## config.mk

```make
export PLATFORM = sky130hd
export DESIGN_NAME = uart_rx_framed
export DESIGN_NICKNAME = d
export VERILOG_FILES = /design/src/rtl/uart_pkg.sv /design/src/rtl/uart_sync2.sv /design/src/rtl/uart_rx_framed.sv
export SDC_FILE = /design/constraint.sdc
export NUM_CORES = 1
export LEC_CHECK = 0
export CAP_MARGIN = 20
export CORE_MARGIN = 4
export CORE_UTILIZATION = 46
export CTS_BUF_LIST = sky130_fd_sc_hd__clkbuf_4 sky130_fd_sc_hd__clkbuf_8 sky130_fd_sc_hd__clkbuf_16
export DETAILED_ROUTE_END_ITERATION = 6
export DONT_BUFFER_PORTS = 1
export HOLD_SLACK_MARGIN = 0.03
export PLACE_DENSITY_LB_ADDON = 0.1
export SYNTH_ARGS = -nofsm -noshare
export SYNTH_HDL_FRONTEND = slang
export SYNTH_SLANG_ARGS = --single-unit
export TNS_END_PERCENT = 20
```

## constraint.sdc

```tcl
create_clock -name i_Clock -period 2 [get_ports i_Clock]
set_input_delay 0.4 -clock i_Clock [delete_from_list [all_inputs] [get_ports i_Clock]]
set_output_delay 0.4 -clock i_Clock [all_outputs]
set_load 0.02 [all_outputs]
```

## src/rtl/uart_pkg.sv

```systemverilog
// Shared definitions for the UART receive path: FSM encoding, frame geometry
// and default bit timing.
package uart_pkg;

  localparam int unsigned CLKS_PER_BIT_DEFAULT = 87;
  localparam int unsigned DATA_BITS            = 8;

  typedef enum logic [2:0] {
    RX_IDLE   = 3'd0,
    RX_START  = 3'd1,
    RX_DATA   = 3'd2,
    RX_PARITY = 3'd3,
    RX_STOP   = 3'd4,
    RX_BREAK  = 3'd5
  } rx_state_e;

endpackage

```

## src/rtl/uart_sync2.sv

```systemverilog
// Two-flop synchroniser for a single asynchronous input; RESET_VAL sets the
// value both flops take on reset.
module uart_sync2 #(
  parameter logic RESET_VAL = 1'b1
) (
  input  logic i_Clock,
  input  logic i_Reset,
  input  logic i_D,
  output logic o_Q
);

  logic meta_q, meta_d;
  logic sync_q, sync_d;

  always_comb begin
    meta_d = i_D;
    sync_d = meta_q;
  end

  always_ff @(posedge i_Clock) begin
    if (i_Reset) begin
      meta_q <= RESET_VAL;
      sync_q <= RESET_VAL;
    end else begin
      meta_q <= meta_d;
      sync_q <= sync_d;
    end
  end

  assign o_Q = sync_q;

endmodule

```

## src/rtl/uart_rx_framed.sv

```systemverilog
// UART receiver with start-glitch rejection, stop-bit framing check, break
// hold-off and a valid/ready output with overrun pulse.
// Optional even-parity checking is enabled by defining UART_RX_PARITY_EN.
module uart_rx_framed
  import uart_pkg::*;
#(
  parameter int unsigned CLKS_PER_BIT = CLKS_PER_BIT_DEFAULT
) (
  input  logic       i_Clock,
  input  logic       i_Reset,
  input  logic       i_Rx_Serial,
  output logic [7:0] o_Rx_Byte,
  output logic       o_Rx_Valid,
  input  logic       i_Rx_Ready,
  output logic       o_Frame_Err,
`ifdef UART_RX_PARITY_EN
  output logic       o_Parity_Err,
`endif
  output logic       o_Overrun,
  output logic       o_Rx_Active
);

  localparam int unsigned HALF_BIT = (CLKS_PER_BIT - 1) / 2;
  localparam int unsigned CNT_W    = $clog2(CLKS_PER_BIT);
  localparam int unsigned IDX_W    = $clog2(DATA_BITS);
  localparam logic [CNT_W-1:0] CNT_LAST = CNT_W'(CLKS_PER_BIT - 1);
  localparam logic [CNT_W-1:0] CNT_HALF = CNT_W'(HALF_BIT);
  localparam logic [IDX_W-1:0] IDX_LAST = IDX_W'(DATA_BITS - 1);

  logic rx;

  uart_sync2 #(.RESET_VAL(1'b1)) u_sync (
    .i_Clock (i_Clock),
    .i_Reset (i_Reset),
    .i_D     (i_Rx_Serial),
    .o_Q     (rx)
  );

  rx_state_e            state_q, state_d;
  logic [CNT_W-1:0]     cnt_q, cnt_d;
  logic [IDX_W-1:0]     idx_q, idx_d;
  logic [DATA_BITS-1:0] shift_q, shift_d;
  logic                 done_q, done_d;
  logic                 done_ferr_q, done_ferr_d;
  logic                 par_q, par_d;
  logic [7:0]           byte_q, byte_d;
  logic                 valid_q, valid_d;
  logic                 ferr_q, ferr_d;
  logic                 perr_q, perr_d;
  logic                 ovr_q, ovr_d;

  always_comb begin
    state_d     = state_q;
    cnt_d       = cnt_q;
    idx_d       = idx_q;
    shift_d     = shift_q;
    done_d      = 1'b0;
    done_ferr_d = done_ferr_q;
    par_d       = par_q;
    unique case (state_q)
      RX_IDLE: begin
        cnt_d = '0;
        if (!rx) state_d = RX_START;
      end
      RX_START: begin
        if (cnt_q == CNT_HALF) begin
          cnt_d   = '0;
          idx_d   = '0;
          state_d = rx ? RX_IDLE : RX_DATA;
        end else begin
          cnt_d = cnt_q + 1'b1;
        end
      end
      RX_DATA: begin
        if (cnt_q == CNT_LAST) begin
          cnt_d          = '0;
          shift_d[idx_q] = rx;
          if (idx_q == IDX_LAST) begin
`ifdef UART_RX_PARITY_EN
            state_d = RX_PARITY;
`else
            state_d = RX_STOP;
`endif
          end else begin
            idx_d = idx_q + 1'b1;
          end
        end else begin
          cnt_d = cnt_q + 1'b1;
        end
      end
      RX_PARITY: begin
        if (cnt_q == CNT_LAST) begin
          cnt_d   = '0;
          par_d   = rx;
          state_d = RX_STOP;
        end else begin
          cnt_d = cnt_q + 1'b1;
        end
      end
      RX_STOP: begin
        if (cnt_q == CNT_LAST) begin
          cnt_d       = '0;
          done_d      = 1'b1;
          done_ferr_d = ~rx;
          state_d     = rx ? RX_IDLE : RX_BREAK;
        end else begin
          cnt_d = cnt_q + 1'b1;
        end
      end
      RX_BREAK: begin
        cnt_d = '0;
        if (rx) state_d = RX_IDLE;
      end
      default: state_d = RX_IDLE;
    endcase
  end

  // Completion is handled one cycle after the stop sample; an accept in that
  // same cycle frees the holding register so the new byte can replace it.
  always_comb begin
    byte_d  = byte_q;
    valid_d = valid_q;
    ferr_d  = ferr_q;
    perr_d  = perr_q;
    ovr_d   = 1'b0;
    if (valid_q && i_Rx_Ready) valid_d = 1'b0;
    if (done_q) begin
      if (!valid_q || i_Rx_Ready) begin
        byte_d  = shift_q;
        ferr_d  = done_ferr_q;
        perr_d  = ^{shift_q, par_q};
        valid_d = 1'b1;
      end else begin
        ovr_d = 1'b1;
      end
    end
  end

  always_ff @(posedge i_Clock) begin
    if (i_Reset) begin
      state_q     <= RX_IDLE;
      cnt_q       <= '0;
      idx_q       <= '0;
      shift_q     <= '0;
      done_q      <= 1'b0;
      done_ferr_q <= 1'b0;
      par_q       <= 1'b0;
      byte_q      <= '0;
      valid_q     <= 1'b0;
      ferr_q      <= 1'b0;
      perr_q      <= 1'b0;
      ovr_q       <= 1'b0;
    end else begin
      state_q     <= state_d;
      cnt_q       <= cnt_d;
      idx_q       <= idx_d;
      shift_q     <= shift_d;
      done_q      <= done_d;
      done_ferr_q <= done_ferr_d;
      par_q       <= par_d;
      byte_q      <= byte_d;
      valid_q     <= valid_d;
      ferr_q      <= ferr_d;
      perr_q      <= perr_d;
      ovr_q       <= ovr_d;
    end
  end

  assign o_Rx_Byte   = byte_q;
  assign o_Rx_Valid  = valid_q;
  assign o_Frame_Err = ferr_q;
  assign o_Overrun   = ovr_q;
  assign o_Rx_Active = (state_q != RX_IDLE);
`ifdef UART_RX_PARITY_EN
  assign o_Parity_Err = perr_q;
`else
  logic unused_perr;
  assign unused_perr = perr_q;
`endif

endmodule
```

==> flow_summary.toml, run 1 <==
[placement]
pre_cts_ws_ps = 232.6
post-dp-hpwl_um = 2518
portBuffers = 0
gp_congestion = 0.8220
placedCellCount = 227

[global_routing]
grt_first_pass_wirelength_um = 5989
grt_pass1_vias = 1314
grt_usage = 0.1560
globalRouteOverflowTotal = 0
antenna_found_initial = 0
grt_max_degree = 38

[clocking]
cts_buffers = 5
clk_pin_slew_worst_paths_ps = 70
clkLatencyLatePin_ps = 290
cts-htree-levels = 2
cts_tree = "built"
cts_root_buf = "clkbuf_8"
postCtsSetupBuffers = 0
clockBufferDepth = 2
hold_buffers = 0
post_cts_resized = 0
clock-sinks = 36

[yosys]
synthDistinctLibCells = 44
syn-num-nets = 193
synth_cells = 185
synth_xor_xnor_area_share = 0.03052
synth_top_area_cell = "dfxtp_1"
ys_seq_area_frac = 0.4186
synth-compound-area-share = 0.1388
synth_ff_type = "dfxtp_1"
netlist_area_um2 = 1722
ys_warn_count = 0
synth_seq_cells = 36
avgSynthCellArea_um2 = 9.306
synth_adder_area_share = 0.02907
synthMuxAreaShare = 0.07631
synth_edf_count = 0
ys_async_sr_fraction = 0
synth_top_area_share = 0.4186
synth_top_family_by_area = "simple AND/OR/NAND/NOR gates"
synthTopCellsByArea = "dfxtp_1 42%, mux2i_1 7.0%, nor2_1 3.7%"
yosys.area_share.simple = 0.2696

[floorplanning]
core_um2 = 3468
die_area_um2 = 4785
die_y_um = 69.18
placementRows = 21
initial_core_util = 0.4964
ios = 16
die_w_um = 69.18

[timing]
worst_pin_slew_ps = 519.3
timing.final.hold_violations = 0
relSlewSlack = 0.6489
min_period_ps = 1803
rsz0062_at_grt = "false"
max_freq_ghz = 0.5547
drv_slew = 0
fin_ws_ps = 197.1
setup_viol = 0
tns_ps = 0
fin_crit_sh = 0.9014
fin_worst_skew_ps = 3.837

[critical_path]
slowest_stage = "or3b_4"
arrival_ps = 1990
cp_cell_sequence = "or3b_4 -> nor4_2 -> a21boi_0 -> o21ba_2"
slowest_delay_ps = 460
worstSetupPathType = "reg2reg"
crit_family = "simple AND/OR/NAND/NOR gates"
crit_buf_inv = 0
start_kind = "register"
endpoint_kind = "register"
required_ps = 2190
critPathLaunch = "state_q[0]"
critPathMaxFanout = 10
reg2reg_from = "state_q[0]"

[drt]
vias = 1363
first_pass_iters = 4
routed_wl_um = 3542
viasPerCell = 5.800
ant_nets = 0
drc = 0
wl_per_cell_um = 15.07
drt_iter0_drc = 56

[cells_and_area]
syn2layout_area_growth_pct = 9.375
fin_util = 0.5429
fin_nets = 196
antenna-diode-count = 0
final_cells = 235
drive_gt1_frac = 0.1429

[status]
outcome = "completed"

[power]
power_density_nw_per_um2 = 736.8
p_leak_nw = 0.7014
total_power_w = 0.001387
irDropWorstVdd_uv = 437.2

[worst_hold_path]
hold_path_class = "in2reg"
min_from = "i_Reset"

[job]
maxCapViolations = 0
## cell type report
cell class / instances / area, um2
sequential: 36 / 720.7
fill: 331 / 1585
inverter: 5 / 18.77
clock buffer: 5 / 68.82
tap: 46 / 57.56
timing repair buffer: 5 / 37.54
clock inverter: 3 / 42.54
multi-input combinational: 135 / 937.1
## sequential cells by signal, indices dropped and copies added (netlist names)
name	count
o_Rx_Valid	1
cnt_q	7
done_q	1
o_Overrun	1
shift_q	8
u_sync.meta_q	1
o_Frame_Err	1
done_ferr_q	1
state_q	3
u_sync.o_Q	1
o_Rx_Byte	8
idx_q	3
## cell usage in the layout (no fill, tap or decap), types with 2 or more instances in the layout
| cell type | synthesis | layout |
|---|---|---|
| mux2i_1 | 12 | 12 |
| dfxtp_1 | 36 | 36 |
| nand2b_1 | 5 | 5 |
| buf_4 | 0 | 5 |
| nand2_1 | 14 | 14 |
| nor2b_1 | 3 | 3 |
| o21ai_0 | 8 | 8 |
| or2_2 | 2 | 2 |
| a311oi_1 | 2 | 2 |
| xor2_1 | 5 | 5 |
| a21oi_1 | 9 | 9 |
| o21ba_2 | 2 | 2 |
| clkbuf_8 | 0 | 5 |
| a21boi_0 | 2 | 2 |
| nand4_1 | 4 | 4 |
| and3_1 | 5 | 5 |
| nor2_1 | 17 | 17 |
| inv_1 | 5 | 5 |
| nor3_1 | 10 | 10 |
| and2_1 | 2 | 2 |
| or4_1 | 2 | 2 |
| nand3_1 | 5 | 5 |
| nor4b_1 | 3 | 3 |
| ha_1 | 4 | 4 |
| nor4_2 | 2 | 2 |
## path summary, 6_finish.rpt
| path | endpoint | slack [ps] | cells after the start |
|---|---|---|---|
| setup / recovery | shift_q[0] | 200 | 4 |
| hold / removal | state_q[2] | 170 | 1 |
| setup reg to reg | shift_q[0] | 200 | 4 |
| hold reg to reg | u_sync.o_Q | 410 | 1 |
## power by group
part / leakage [nW] / switching, W / internal (W)
Combinational: 0.357 / 0.0000112 / 0.0000109
Clock: 0.0541 / 0.000270 / 0.000369
Sequential: 0.291 / 0.00000668 / 0.000720
Total: 0.701 / 0.000288 / 0.00110
## stage by stage
stage / hold WS (ps) / area (um2)
6_report: 173.8 / 1883
5_1_grt: 152.0 / 1883
4_1_cts: 159.3 / 1883
3_5_place_dp: 394.2 / 1772
3_3_place_gp: 399.8 / 1772
2_1_floorplan: 389.5 / 1722
## routing by layer
metal | track usage | vias to the layer above | wire length (um)
li1 | - | 666 | -
met1 | 0.1827 | 654 | 1644
met2 | 0.2617 | 37 | 1633
met3 | 0.05797 | 6 | 221
met4 | 0.05206 | 0 | 42
met5 | 0 | - | 0
## synth_stat cells, types with 2 or more instances
cell and instances:
dfxtp_1 36, nor2_1 17, nand2_1 14, mux2i_1 12, nor3_1 10, a21oi_1 9, o21ai_0 8, and3_1 5
inv_1 5, nand2b_1 5, nand3_1 5, xor2_1 5, clkbuf_1 4, ha_1 4, nand4_1 4, buf_2 3
nor2b_1 3, nor4b_1 3, a21boi_0 2, a311oi_1 2, and2_1 2, nor4_2 2, o21ba_2 2, or2_2 2
or4_1 2
## cell families (layout without fill, tap and decap cells)
family                     count (synthesis)  in the layout
and+or+nand+nor                           80             80
DFF                                       36             36
AOI/OAI and AO/OA                         32             32
buffers and inverters                     14             18
muxes                                     13             13
xor gates and xnor gates                   6              6
adders and majority gates                  4              4
(Power assumes the default switching activity.)
==> inputs of run 2 (changes only) <==
--- a/config.mk
+++ b/config.mk
@@ -13,6 +13,7 @@
 export DONT_BUFFER_PORTS = 1
 export HOLD_SLACK_MARGIN = 0.03
 export PLACE_DENSITY_LB_ADDON = 0.1
+export SLEW_MARGIN = 30
 export SYNTH_ARGS = -nofsm -noshare
 export SYNTH_HDL_FRONTEND = slang
 export SYNTH_SLANG_ARGS = --single-unit
==> results of run 2 <==
Final layout, timing and power as in run 1 (identical DEF).
==> inputs of run 3 (changes only) <==
--- a/config.mk
+++ b/config.mk
@@ -5,6 +5,7 @@
 export SDC_FILE = /design/constraint.sdc
 export NUM_CORES = 1
 export LEC_CHECK = 0
+export ABC_AREA = 1
 export CAP_MARGIN = 20
 export CORE_MARGIN = 4
 export CORE_UTILIZATION = 46
@@ -12,7 +13,7 @@
 export DETAILED_ROUTE_END_ITERATION = 6
 export DONT_BUFFER_PORTS = 1
 export HOLD_SLACK_MARGIN = 0.03
-export PLACE_DENSITY_LB_ADDON = 0.1
+export PLACE_DENSITY = 0.61
 export SLEW_MARGIN = 30
 export SYNTH_ARGS = -nofsm -noshare
 export SYNTH_HDL_FRONTEND = slang
==> run 3 against run 2 <==
Combinational power grew to 38 times the previous value; final area shrank 5.8%; count of clock-buffer cells in the layout is the same; synthesized cell count grew 24%; worst setup slack gained 210 ps; via count shrank 4.3%; non-clock buffer count shrank 4; final cell count grew 19%; largest cell class unchanged; highest routed layer unchanged.
==> flow_summary.toml, run 3 <==
[cells_and_area]
final_cell_mix = "42 x nand2_1, 38 x nor2_1, 36 x dfxtp_1, 27 x inv_1, 20 x o21ai_0"
mostFrequentLayoutCell = "nand2_1"
drive_gt1_frac = 0.1073
antenna-diode-count = 0
syn2layout_area_growth_pct = 6.777
multi_input_area_um2 = 788.3
fillers = 351
fin_util = 0.5194
fin_nets = 240
seq_area_um2 = 720.7

[yosys]
ys_warn_count = 0
synth_cells = 230
synthTopCellsByArea = "dfxtp_1 43%, nand2_1 9.5%, nor2_1 8.6%"
synth_top_area_share = 0.4337
syn-num-nets = 238
ys_async_sr_fraction = 0
synth_seq_cells = 36
ys_seq_area_frac = 0.4337
synth_top_area_cell = "dfxtp_1"
synth_edf_count = 0
avgSynthCellArea_um2 = 7.224
netlist_top_cells_count = "42 x nand2_1, 38 x nor2_1, 36 x dfxtp_1"
yosys.cell_count.top_type = "nand2_1"
synthDistinctLibCells = 24
netlist_area_um2 = 1662
synth_ff_type = "dfxtp_1"

[floorplanning]
die_w_um = 68.10
placementRows = 21
core_um2 = 3416
initial_core_util = 0.4864
ios = 16
die_y_um = 68.10
die_area_um2 = 4638

[global_routing]
grt_usage = 0.1556
antenna_found_initial = 0
met3_usage = 0.04598
grt_util_met2 = 0.2178
globalRouteOverflowTotal = 0
grt_pass1_vias = 1204
met1_usage = 0.2161
grt_first_pass_wirelength_um = 5333
grt_max_degree = 19
top_usage_layer = "met2"

[power]
p_leak_nw = 0.7176
irDropWorstVdd_uv = 673.4
power_density_nw_per_um2 = 1257

[clocking]
postCtsSetupBuffers = 0
post_cts_resized = 0
hold_buffers = 0
clock-sinks = 36
cts_buffers = 5
clkLatencyLatePin_ps = 330
cts_tree = "built"
cts-htree-levels = 2
clk_pin_slew_worst_paths_ps = 110
clockBufferDepth = 2
cts_root_buf = "clkbuf_4"

[timing]
relSlewSlack = 0.4004
setup_viol = 0
min_period_ps = 1588
worst_pin_slew_ps = 896.1
tns_ps = 0
fin_crit_sh = 0.7940
timing.final.hold_violations = 0
max_freq_ghz = 0.6298
drv_slew = 0
fin_worst_skew_ps = 2.726
rsz0062_at_grt = "false"

[drt]
first_pass_iters = 4
ant_nets = 0
vias = 1305
wl_per_cell_um = 10.84
viasPerCell = 4.677
drt_iter0_drc = 60
routed_wl_um = 3024
drc = 0

[placement]
post-dp-hpwl_um = 2154
portBuffers = 0
gp_congestion = 0.8199

[critical_path]
arrival_ps = 1190
r2r-end = "o_Rx_Byte[0]"
reg2reg_slack_ps = 410
worstSetupPathType = "reg2out"
rr_worst_depth = 5
crit_path_end = "o_Rx_Active"
critPathMaxFanout = 8
start_kind = "register"
required_ps = 1600
endpoint_kind = "output pin"
reg2reg_from = "o_Rx_Valid"
critPathLaunch = "state_q[2]"

[job]
maxCapViolations = 0

[worst_hold_path]
hold_path_class = "in2reg"

[status]
outcome = "completed"
[run 3: cell count changes after synthesis, sizes merged, moves of 3 or more]
cell / before / now
o21ai: 8 / 21
nor2b: 3 / 0
nand3: 5 / 10
a311oi: 3 / 0
mux2i: 12 / 0
nand2b: 5 / 0
nand4: 4 / 0
inv: 5 / 32
and3: 5 / 0
nand2: 14 / 44
nor2: 17 / 42
a21oi: 10 / 19
nor3: 10 / 4
nor4b: 3 / 0
[run 3: logic make-up (layout without fill, tap and decap cells)]
family | count (synthesis) | in the layout | share of synthesized area
adders and majority gates | 4 | 4 | 0.03012
DFF | 36 | 36 | 0.4337
xor gates and xnor gates | 6 | 6 | 0.03163
and+or+nand+nor | 103 | 103 | 0.2696
buffers and inverters | 38 | 41 | 0.09187
AOI/OAI and AO/OA | 43 | 43 | 0.1431
[run 3: worst max-delay path: stages (launching register included)]
cell and delay, ps:
dfxtp_1 550, inv_2 110, nand2_1 200
[run 3: routing by layer]
metal  wire length, um  part of all wire
met1              1635              0.54
met2              1203              0.40
met3               147             0.049
met4                37             0.012
met5                 0                 0
[run 3: report_power, final]
part | switching [W] | internal (W) | leakage, nW
logic | 0.000555 | 0.000276 | 0.385
clock network | 0.000247 | 0.000261 | 0.0412
registers | 0.000104 | 0.000788 | 0.292
total | 0.000906 | 0.00132 | 0.718
[run 3: area by class of cell]
cell class | count | area share
clock buffers | 5 | 0.02116
clock inverters | 3 | 0.02398
well taps | 46 | 0.03244
multi-input cells | 156 | 0.4443
inverters | 32 | 0.06770
flip-flops and latches | 36 | 0.4062
repair buffers | 1 | 0.004231
[run 3: how the worst min path moves through the flow]
stage / slack [ps] / from / cells after the start / end
3_3_place_gp: 390 / u_sync.meta_q / 1 / u_sync.o_Q
2_1_floorplan: 390 / u_sync.meta_q / 1 / u_sync.o_Q
6_report: 120 / i_Reset / 1 / o_Rx_Valid
4_1_cts: 100 / i_Reset / 1 / idx_q[2]
5_1_grt: 70 / i_Reset / 1 / o_Rx_Valid
3_5_place_dp: 400 / u_sync.meta_q / 1 / u_sync.o_Q
[run 3: through the flow]
stage                     power (W)  hold WS, ps  instance area, um2  cells  worst slack [ps]
after CTS                  0.002263        98.82                1774    279             395.0
after detailed placement   0.001743        395.9                1694    271             432.7
after global placement     0.001748        391.3                1694    271             487.7
after floorplan            0.001616        389.5                1662    230             682.2
after global routing       0.002449        74.08                1774    279             154.7
final                      0.002230        119.5                1774    279             412.1
